**config.mk**
```make
export PLATFORM = sky130hd
export DESIGN_NAME = i2c_target_regs
export DESIGN_NICKNAME = d
export VERILOG_FILES = /design/src/rtl/i2c_target_pkg.sv /design/src/rtl/i2c_target_sync.sv /design/src/rtl/i2c_target_regs.sv
export SDC_FILE = /design/constraint.sdc
export NUM_CORES = 1
export LEC_CHECK = 0
export CORE_AREA = 2 2 168 170
export DETAILED_ROUTE_END_ITERATION = 8
export DIE_AREA = 0 0 170 172
export GPL_ROUTABILITY_DRIVEN = 0
export GPL_TIMING_DRIVEN = 0
export RECOVER_POWER = 100
export SLEW_MARGIN = 10
export SYNTH_ARGS = -nofsm -noshare
export SYNTH_HDL_FRONTEND = slang
export SYNTH_SLANG_ARGS = --single-unit
```
**constraint.sdc**
```tcl
create_clock -name clk_i -period 6.9 [get_ports clk_i]
set_input_delay 1.38 -clock clk_i [delete_from_list [all_inputs] [get_ports clk_i]]
set_output_delay 1.38 -clock clk_i [all_outputs]
set_load 0.01 [all_outputs]
```
**src/rtl/i2c_target_pkg.sv**
```systemverilog
// Shared definitions for the I2C target register block.
//   i2c_target_state_e : protocol state of the byte engine
//   I2cByteW           : bits per I2C byte
//   FilterLen          : samples needed to accept a level change when the
//                        optional glitch filter (I2C_TARGET_GLITCH_FILTER_EN)
//                        is compiled in
package i2c_target_pkg;

  localparam int I2cByteW  = 8;
  localparam int FilterLen = 3;

  typedef enum logic [2:0] {
    IDLE,
    ADDR,
    ADDR_ACK,
    WR_DATA,
    WR_ACK,
    RD_DATA,
    RD_ACK,
    IGNORE
  } i2c_target_state_e;

endpackage

```
**src/rtl/i2c_target_sync.sv**
```systemverilog
// Input conditioning for one open-drain I2C line.
// A 2-flop synchronizer feeds an optional persistence filter, followed by
// edge detection against the last accepted level.
// Optional feature macro: I2C_TARGET_GLITCH_FILTER_EN (3-sample filter).
// Ports:
//   clk_i  : sampling clock
//   rst_ni : asynchronous active-low reset (line assumed idle high)
//   line   : raw bus level
//   level  : conditioned level (valid in the same cycle as rise/fall)
//   rise   : one-cycle strobe, conditioned level went 0 -> 1
//   fall   : one-cycle strobe, conditioned level went 1 -> 0
module i2c_target_sync (
  input  logic clk_i,
  input  logic rst_ni,
  input  logic line,
  output logic level,
  output logic rise,
  output logic fall
);
  import i2c_target_pkg::*;

  logic [1:0] sync_reg;
  logic       level_reg;
  logic       level_next;

  always_ff @(posedge clk_i or negedge rst_ni) begin
    if (!rst_ni) begin
      sync_reg  <= 2'b11;
      level_reg <= 1'b1;
    end else begin
      sync_reg  <= {sync_reg[0], line};
      level_reg <= level_next;
    end
  end

`ifdef I2C_TARGET_GLITCH_FILTER_EN
  // History of the previous FilterLen-1 synchronized samples; together with
  // the current sample a level is accepted only when all agree.
  logic [FilterLen-2:0] hist_reg;
  logic [FilterLen-1:0] window;

  always_ff @(posedge clk_i or negedge rst_ni) begin
    if (!rst_ni) begin
      hist_reg <= '1;
    end else begin
      hist_reg <= {hist_reg[FilterLen-3:0], sync_reg[1]};
    end
  end

  assign window = {hist_reg, sync_reg[1]};

  always_comb begin
    level_next = level_reg;
    if (&window) begin
      level_next = 1'b1;
    end else if (~|window) begin
      level_next = 1'b0;
    end
  end
`else
  assign level_next = sync_reg[1];
`endif

  // Edges are reported combinationally from the accepted level so detection
  // lands in the same cycle the new level becomes valid.
  assign level = level_next;
  assign rise  = level_next & ~level_reg;
  assign fall  = ~level_next & level_reg;

endmodule

```
**src/rtl/i2c_target_regs.sv**
```systemverilog
// I2C target with a byte-addressed register file.
// Responds to TargetAddr; the first written byte sets the register pointer,
// later written bytes store at the pointer and auto-increment it; reads
// return regs[ptr] with auto-increment. No clock stretching.
// Optional feature macro: I2C_TARGET_GLITCH_FILTER_EN (see i2c_target_sync).
// Ports:
//   clk_i, rst_ni       : sampling clock, asynchronous active-low reset
//   scl_i, sda_i        : resolved bus levels
//   sda_o               : 1 = release, 0 = pull low
//   scl_o               : tied high
//   reg_we_i/addr/wdata : local register write port (wins over bus writes)
//   reg_rdata_o         : combinational regs[reg_addr_i]
//   start_o, stop_o     : one-cycle pulses on START/repeated START and STOP
//   bus_wr_o            : one-cycle pulse when a bus write commits a register
module i2c_target_regs #(
  parameter logic [6:0] TargetAddr = 7'h50,
  parameter int         NumRegs    = 16
) (
  input  logic                       clk_i,
  input  logic                       rst_ni,
  input  logic                       scl_i,
  input  logic                       sda_i,
  output logic                       sda_o,
  output logic                       scl_o,
  input  logic                       reg_we_i,
  input  logic [$clog2(NumRegs)-1:0] reg_addr_i,
  input  logic [7:0]                 reg_wdata_i,
  output logic [7:0]                 reg_rdata_o,
  output logic                       start_o,
  output logic                       stop_o,
  output logic                       bus_wr_o
);
  import i2c_target_pkg::*;

  localparam int PtrW = $clog2(NumRegs);

  logic scl_lvl, scl_rise, scl_fall;
  logic sda_lvl, sda_rise, sda_fall;

  i2c_target_sync u_scl_sync (
    .clk_i (clk_i),
    .rst_ni(rst_ni),
    .line  (scl_i),
    .level (scl_lvl),
    .rise  (scl_rise),
    .fall  (scl_fall)
  );

  i2c_target_sync u_sda_sync (
    .clk_i (clk_i),
    .rst_ni(rst_ni),
    .line  (sda_i),
    .level (sda_lvl),
    .rise  (sda_rise),
    .fall  (sda_fall)
  );

  logic start_det, stop_det;
  assign start_det = scl_lvl & sda_fall;
  assign stop_det  = scl_lvl & sda_rise;

  i2c_target_state_e   state_reg, state_next;
  logic [3:0]          cnt_reg, cnt_next;
  logic [I2cByteW-1:0] shift_reg, shift_next;
  logic [PtrW-1:0]     ptr_reg, ptr_next;
  logic                rw_reg, rw_next;
  logic                first_reg, first_next;
  logic                ack_reg, ack_next;       // ACK low phase in progress
  logic                sda_reg, sda_next;
  logic                start_reg, stop_reg, bus_wr_reg, bus_wr_next;

  logic [I2cByteW-1:0] regs [NumRegs];
  logic [I2cByteW-1:0] shift_in;
  logic [I2cByteW-1:0] rd_byte, rd_byte_inc;
  logic [PtrW-1:0]     ptr_inc;
  logic                bus_we;

  assign shift_in    = {shift_reg[I2cByteW-2:0], sda_lvl};
  assign ptr_inc     = ptr_reg + 1'b1;
  assign rd_byte     = regs[ptr_reg];
  assign rd_byte_inc = regs[ptr_inc];

  always_comb begin
    state_next  = state_reg;
    cnt_next    = cnt_reg;
    shift_next  = shift_reg;
    ptr_next    = ptr_reg;
    rw_next     = rw_reg;
    first_next  = first_reg;
    ack_next    = ack_reg;
    sda_next    = sda_reg;
    bus_wr_next = 1'b0;
    bus_we      = 1'b0;

    if (start_det) begin
      state_next = ADDR;
      cnt_next   = 4'd0;
      sda_next   = 1'b1;
      ack_next   = 1'b0;
    end else if (stop_det) begin
      state_next = IDLE;
      sda_next   = 1'b1;
      ack_next   = 1'b0;
    end else begin
      unique case (state_reg)
        IDLE, IGNORE: begin
        end

        ADDR: begin
          if (scl_rise) begin
            shift_next = shift_in;
            cnt_next   = cnt_reg + 4'd1;
            if (cnt_reg == 4'd7) begin
              if (shift_in[7:1] == TargetAddr) begin
                state_next = ADDR_ACK;
                rw_next    = shift_in[0];
                ack_next   = 1'b0;
              end else begin
                state_next = IGNORE;
              end
            end
          end
        end

        // The first fall starts the ACK low phase; the second fall ends it
        // and, for reads, is also the fall on which the MSB must appear.
        ADDR_ACK: begin
          if (scl_fall) begin
            if (!ack_reg) begin
              sda_next = 1'b0;
              ack_next = 1'b1;
            end else begin
              ack_next = 1'b0;
              if (rw_reg) begin
                state_next = RD_DATA;
                sda_next   = rd_byte[7];
                shift_next = {rd_byte[6:0], 1'b0};
                cnt_next   = 4'd1;
              end else begin
                state_next = WR_DATA;
                sda_next   = 1'b1;
                cnt_next   = 4'd0;
                first_next = 1'b1;
              end
            end
          end
        end

        WR_DATA: begin
          if (scl_rise) begin
            shift_next = shift_in;
            cnt_next   = cnt_reg + 4'd1;
            if (cnt_reg == 4'd7) begin
              state_next = WR_ACK;
              ack_next   = 1'b0;
              if (first_reg) begin
                ptr_next = shift_in[PtrW-1:0];
              end else begin
                bus_we      = 1'b1;
                bus_wr_next = 1'b1;
                ptr_next    = ptr_inc;
              end
            end
          end
        end

        WR_ACK: begin
          if (scl_fall) begin
            if (!ack_reg) begin
              sda_next = 1'b0;
              ack_next = 1'b1;
            end else begin
              ack_next   = 1'b0;
              sda_next   = 1'b1;
              state_next = WR_DATA;
              cnt_next   = 4'd0;
              first_next = 1'b0;
            end
          end
        end

        RD_DATA: begin
          if (scl_fall) begin
            if (cnt_reg == 4'd8) begin
              sda_next   = 1'b1;
              state_next = RD_ACK;
            end else begin
              sda_next   = shift_reg[7];
              shift_next = {shift_reg[6:0], 1'b0};
              cnt_next   = cnt_reg + 4'd1;
            end
          end
        end

        RD_ACK: begin
          if (scl_rise) begin
            ptr_next = ptr_inc;
            if (!sda_lvl) begin
              state_next = RD_DATA;
              shift_next = rd_byte_inc;
              cnt_next   = 4'd0;
            end else begin
              state_next = IGNORE;
            end
          end
        end

        default: state_next = IDLE;
      endcase
    end
  end

  always_ff @(posedge clk_i or negedge rst_ni) begin
    if (!rst_ni) begin
      state_reg  <= IDLE;
      cnt_reg    <= 4'd0;
      shift_reg  <= '0;
      ptr_reg    <= '0;
      rw_reg     <= 1'b0;
      first_reg  <= 1'b0;
      ack_reg    <= 1'b0;
      sda_reg    <= 1'b1;
      start_reg  <= 1'b0;
      stop_reg   <= 1'b0;
      bus_wr_reg <= 1'b0;
    end else begin
      state_reg  <= state_next;
      cnt_reg    <= cnt_next;
      shift_reg  <= shift_next;
      ptr_reg    <= ptr_next;
      rw_reg     <= rw_next;
      first_reg  <= first_next;
      ack_reg    <= ack_next;
      sda_reg    <= sda_next;
      start_reg  <= start_det;
      stop_reg   <= stop_det;
      bus_wr_reg <= bus_wr_next;
    end
  end

  // Register file; a local write to the same index overrides a bus write.
  for (genvar gi = 0; gi < NumRegs; gi++) begin : g_regs
    always_ff @(posedge clk_i or negedge rst_ni) begin
      if (!rst_ni) begin
        regs[gi] <= '0;
      end else if (reg_we_i && (reg_addr_i == PtrW'(gi))) begin
        regs[gi] <= reg_wdata_i;
      end else if (bus_we && (ptr_reg == PtrW'(gi))) begin
        regs[gi] <= shift_in;
      end
    end
  end

  // A START can only be seen while we are not holding SDA low for a full
  // cycle, but releasing combinationally keeps the bus free on the exact
  // detection cycle.
  assign sda_o       = sda_reg | start_det;
  assign scl_o       = 1'b1;
  assign reg_rdata_o = regs[reg_addr_i];
  assign start_o     = start_reg;
  assign stop_o      = stop_reg;
  assign bus_wr_o    = bus_wr_reg;

endmodule

```
==> summary by stage <==
Worst setup path
The most numerous cell on the critical path is sky130_fd_sc_hd__clkbuf_1. STA classifies the critical path endpoint as a primary output. At the worst endpoint, the required time is 5520 ps. Along the worst path, the maximum fanout reaches 10.

For this design, the slowest cell found on the critical path is sky130_fd_sc_hd__clkbuf_1. The signal on the critical path passes through clkbuf_1, clkbuf_1, clkbuf_1, mux4_2, mux4_2, dlygate4sd3_1. On the worst path, the slowest cell contributes a delay of 710 ps.

Data on the critical path arrives at its endpoint at 4740 ps. The type of the setup path with the least slack is primary input to primary output. Grouping stages by cell kind, the critical path spends the most delay in buffers and inverters. The buffering stage count on the worst path with inverters included is 4.

The worst setup path is launched from a primary input.

Die
The floorplan step defined a core boundary enclosing 27480 um2. The floorplan step defined a die boundary enclosing 29240 um2. The cell row count is 61. The horizontal extent of the die is 170 um.

The top-level port count is 30. The die is 172 um tall. The initial standard-cell utilization of the core is 0.4122.

Timing
The post-route clock skew is 10.73 ps. Summed over all failing endpoints, the final setup total negative slack is 0 ps. The transition time of the tightest slew-check pin is 3376 ps. Based on the critical path, the design can be clocked at up to 0.1633 GHz.

Setup repair after global routing left no endpoint under its margin. In the finished design, the share of the clock period the worst path needs comes to 0.8875. The number of max-slew violations in the final report is 84. The smallest clock period supported by the final layout is computed as 6124 ps. The final-report hold violation count is 0.

The number of setup violations in the final report is 0. The worst pin sits at a relative slew slack of -1.251. The final worst setup slack is 776.1 ps.

Clock network
The clock slew at the register clock pins of the worst setup and hold paths is 60 ps. The number of hold buffers added after cts is 0. The clock latency on the worst-skew pair is 450 ps. The count of buffers added by post-CTS timing repair for setup is 0. The clock tree synthesis step divided the H-tree into 4 levels.

TritonCTS built the clock tree. In this run, CTS created clock tree buffers numbering 17. The clock passes through at most 2 buffers. The total of cells resized after clock tree synthesis is 0. The library cell used as clock root buffer is sky130_fd_sc_hd__clkbuf_16. CTS saw 160 sinks.

Routing
Wires add up to 39890 um. The number of detailed-routing iterations run before antenna repair is 7. The DRC violation count after routing is 0. In this run, the number of DRC markers left after iteration 0 of detailed routing was 1025. The routed wire length per instance is 27.32 um. In this run the remaining antenna-violating nets after routing total 0. The routed layout has 9500 vias. The average vias per placed instance is 6.507.

Power
The power per standard cell area is 324.5 nW/um2. Of the total power, the share spent switching nets is 0.3930. The net switching power figure is 1601 uW. Of the total power, registers draw 0.356. Internal power comes to 2473 uW.

Overall power consumption after layout is estimated at 4074 uW. The maximum vdd ir drop is 185.7 uV. The leakage power total is 0.005228 uW. The fraction of power consumed by the clock network is 0.235. The share of total power in combinational logic is 0.409.

Global route
In the global route stage, overall resource usage came out at 0.2841. The via count of the first global-routing pass came to 9074. The first global-routing pass estimated 60020 um of wire. The number of antenna violations at the first check in global routing is 0.

Summed over all layers, the global routing overflow is 0. Entering global routing, the biggest net connects 102 pins.

Layout
The post-layout net count is 1128. The area added between synthesis and finish is 10.84%. Leaving out fill and tap cells, the most frequent cells in the layout are sky130_fd_sc_hd__dfrtp_1 (153), sky130_fd_sc_hd__mux2i_1 (144), sky130_fd_sc_hd__a21oi_1 (101), sky130_fd_sc_hd__nor2_1 (98), sky130_fd_sc_hd__mux4_2 (90).

The most common cell after layout, fill and taps aside is sky130_fd_sc_hd__dfrtp_1. The repair_antennas step left the layout with diodes totalling 0. Of the cells placed in the final design, the portion with a size suffix greater than 1 is 0.1329. After filler insertion, the fill cell instance count of the layout stands at 2587.

The register with the most flip-flops in the layout has 128 of them.

Run status
The checks that failed: capacitance limit, slew limit. The run finished, with violations left.

Logic synthesis
Dividing the synthesized area by the synthesized cell count gives 10.69 um2. The sequential-to-total area share from yosys stat is 0.3543. Counting every net in the synthesized netlist gives 1082. The number of flops mapped to enable cells by yosys is 0. Counting distinct cell types in the post-synthesis netlist gives 70. The async set or reset register ratio after synthesis is 1.000. In the post-synthesis netlist, the biggest area contributors are sky130_fd_sc_hd__dfrtp_1 (34%), sky130_fd_sc_hd__mux4_2 (18%), sky130_fd_sc_hd__mux2i_1 (13%). The leading register cell type out of synthesis is sky130_fd_sc_hd__dfrtp_1. The post-synthesis instance area is 11330 um2. The library cell with the largest summed area after synthesis is sky130_fd_sc_hd__dfrtp_1. Counting every instance in the synthesized netlist gives 1059. The share of synthesized area in the top cell type comes to 0.3380. The total number of yosys warnings is 0.

The register bit count reported by yosys is 160.

Worst hold path
The tightest min-delay check is of the flip-flop to flip-flop type.

Placed design
The port buffer count is 26. The worst setup timing slack at the placement stage is 1277 ps. The half-perimeter wire length after detailed placement is 29330 um.

Run
The count of max-cap constraint violations is 4.
## metrics by stage
step / hold slack [ps] / util / cells / cell area (um2)
6_report: 364.7 / 0.4569 / 1460 / 12550
5_1_grt: 368.1 / 0.4569 / 1460 / 12550
4_1_cts: 360.4 / 0.4594 / 1460 / 12620
3_5_place_dp: 347.6 / 0.4386 / 1432 / 12050
3_3_place_gp: 345.9 / 0.4374 / 1431 / 12020
2_1_floorplan: 345.2 / - / 1059 / 11330
## final cells by class
type	count	area [um2]	share of cell area
Multi-Input combinational cell	778	6749	0.5376
Tap cell	346	432.9	0.03449
Clock buffer	18	429.2	0.03419
Buffer	97	416.7	0.03319
Inverter	24	90.09	0.007176
Clock inverter	10	141.4	0.01126
Timing Repair Buffer	27	281.5	0.02243
Sequential cell	160	4013	0.3196
## metal layers
layer | vias up | wire, um | GRT usage
met5 | - | 0 | 0
met1 | 4766 | 16480 | 0.3916
li1 | 4081 | - | -
met2 | 549 | 17390 | 0.4170
met3 | 104 | 4012 | 0.07599
met4 | 0 | 2005 | 0.1368
## final timing paths
check	startpoint	to	slack [ps]	cells after the start
worst max register to register	ptr_reg[1]	shift_reg[6]	910	12
worst max-delay path	reg_addr_i[0]	reg_rdata_o[7]	780	6
max in group asynchronous	rst_ni	regs[29]	2920	1
worst min-delay path	u_sda_sync.sync_reg[0]	u_sda_sync.sync_reg[1]	360	0
worst min register to register	u_sda_sync.sync_reg[0]	u_sda_sync.sync_reg[1]	360	0
min in group asynchronous	rst_ni	regs[73]	2070	1
## cell usage after synthesis (all sizes together), types with 4 or more instances
master,instances
nor3b,8
nand3,18
or4,7
mux2i,144
and2,5
clkbuf,57
nor2,98
nand2,81
nand4,23
nor3,17
o21ai,66
ha,6
o211ai,12
nand2b,7
nand3b,4
nor2b,10
inv,23
a21oi,102
buf,40
dfstp,7
a31oi,8
dfrtp,153
mux2,7
mux4,106
## power groups by stage
stage / logic (uW) / clock network, uW / registers [uW]
final: 1670 / 958 / 1450
after CTS: 1660 / 970 / 1440
after detailed placement: 1660 / 0 / 1450
after floorplan: 1140 / 0 / 1350
after global routing: 1770 / 1010 / 1480
after global placement: 1640 / 0 / 1440
## cells by family after synthesis
logic type,Yosys count,share of synthesized area
fa+ha+maj,6,0.006628
mux,257,0.3513
simple gates,292,0.1230
flops,160,0.3543
buf+inv,121,0.04684
compound gates,217,0.1098
xor+xnor,5,0.007844
other cells,1,0.0003311
Power figures use the tool's default switching activity.
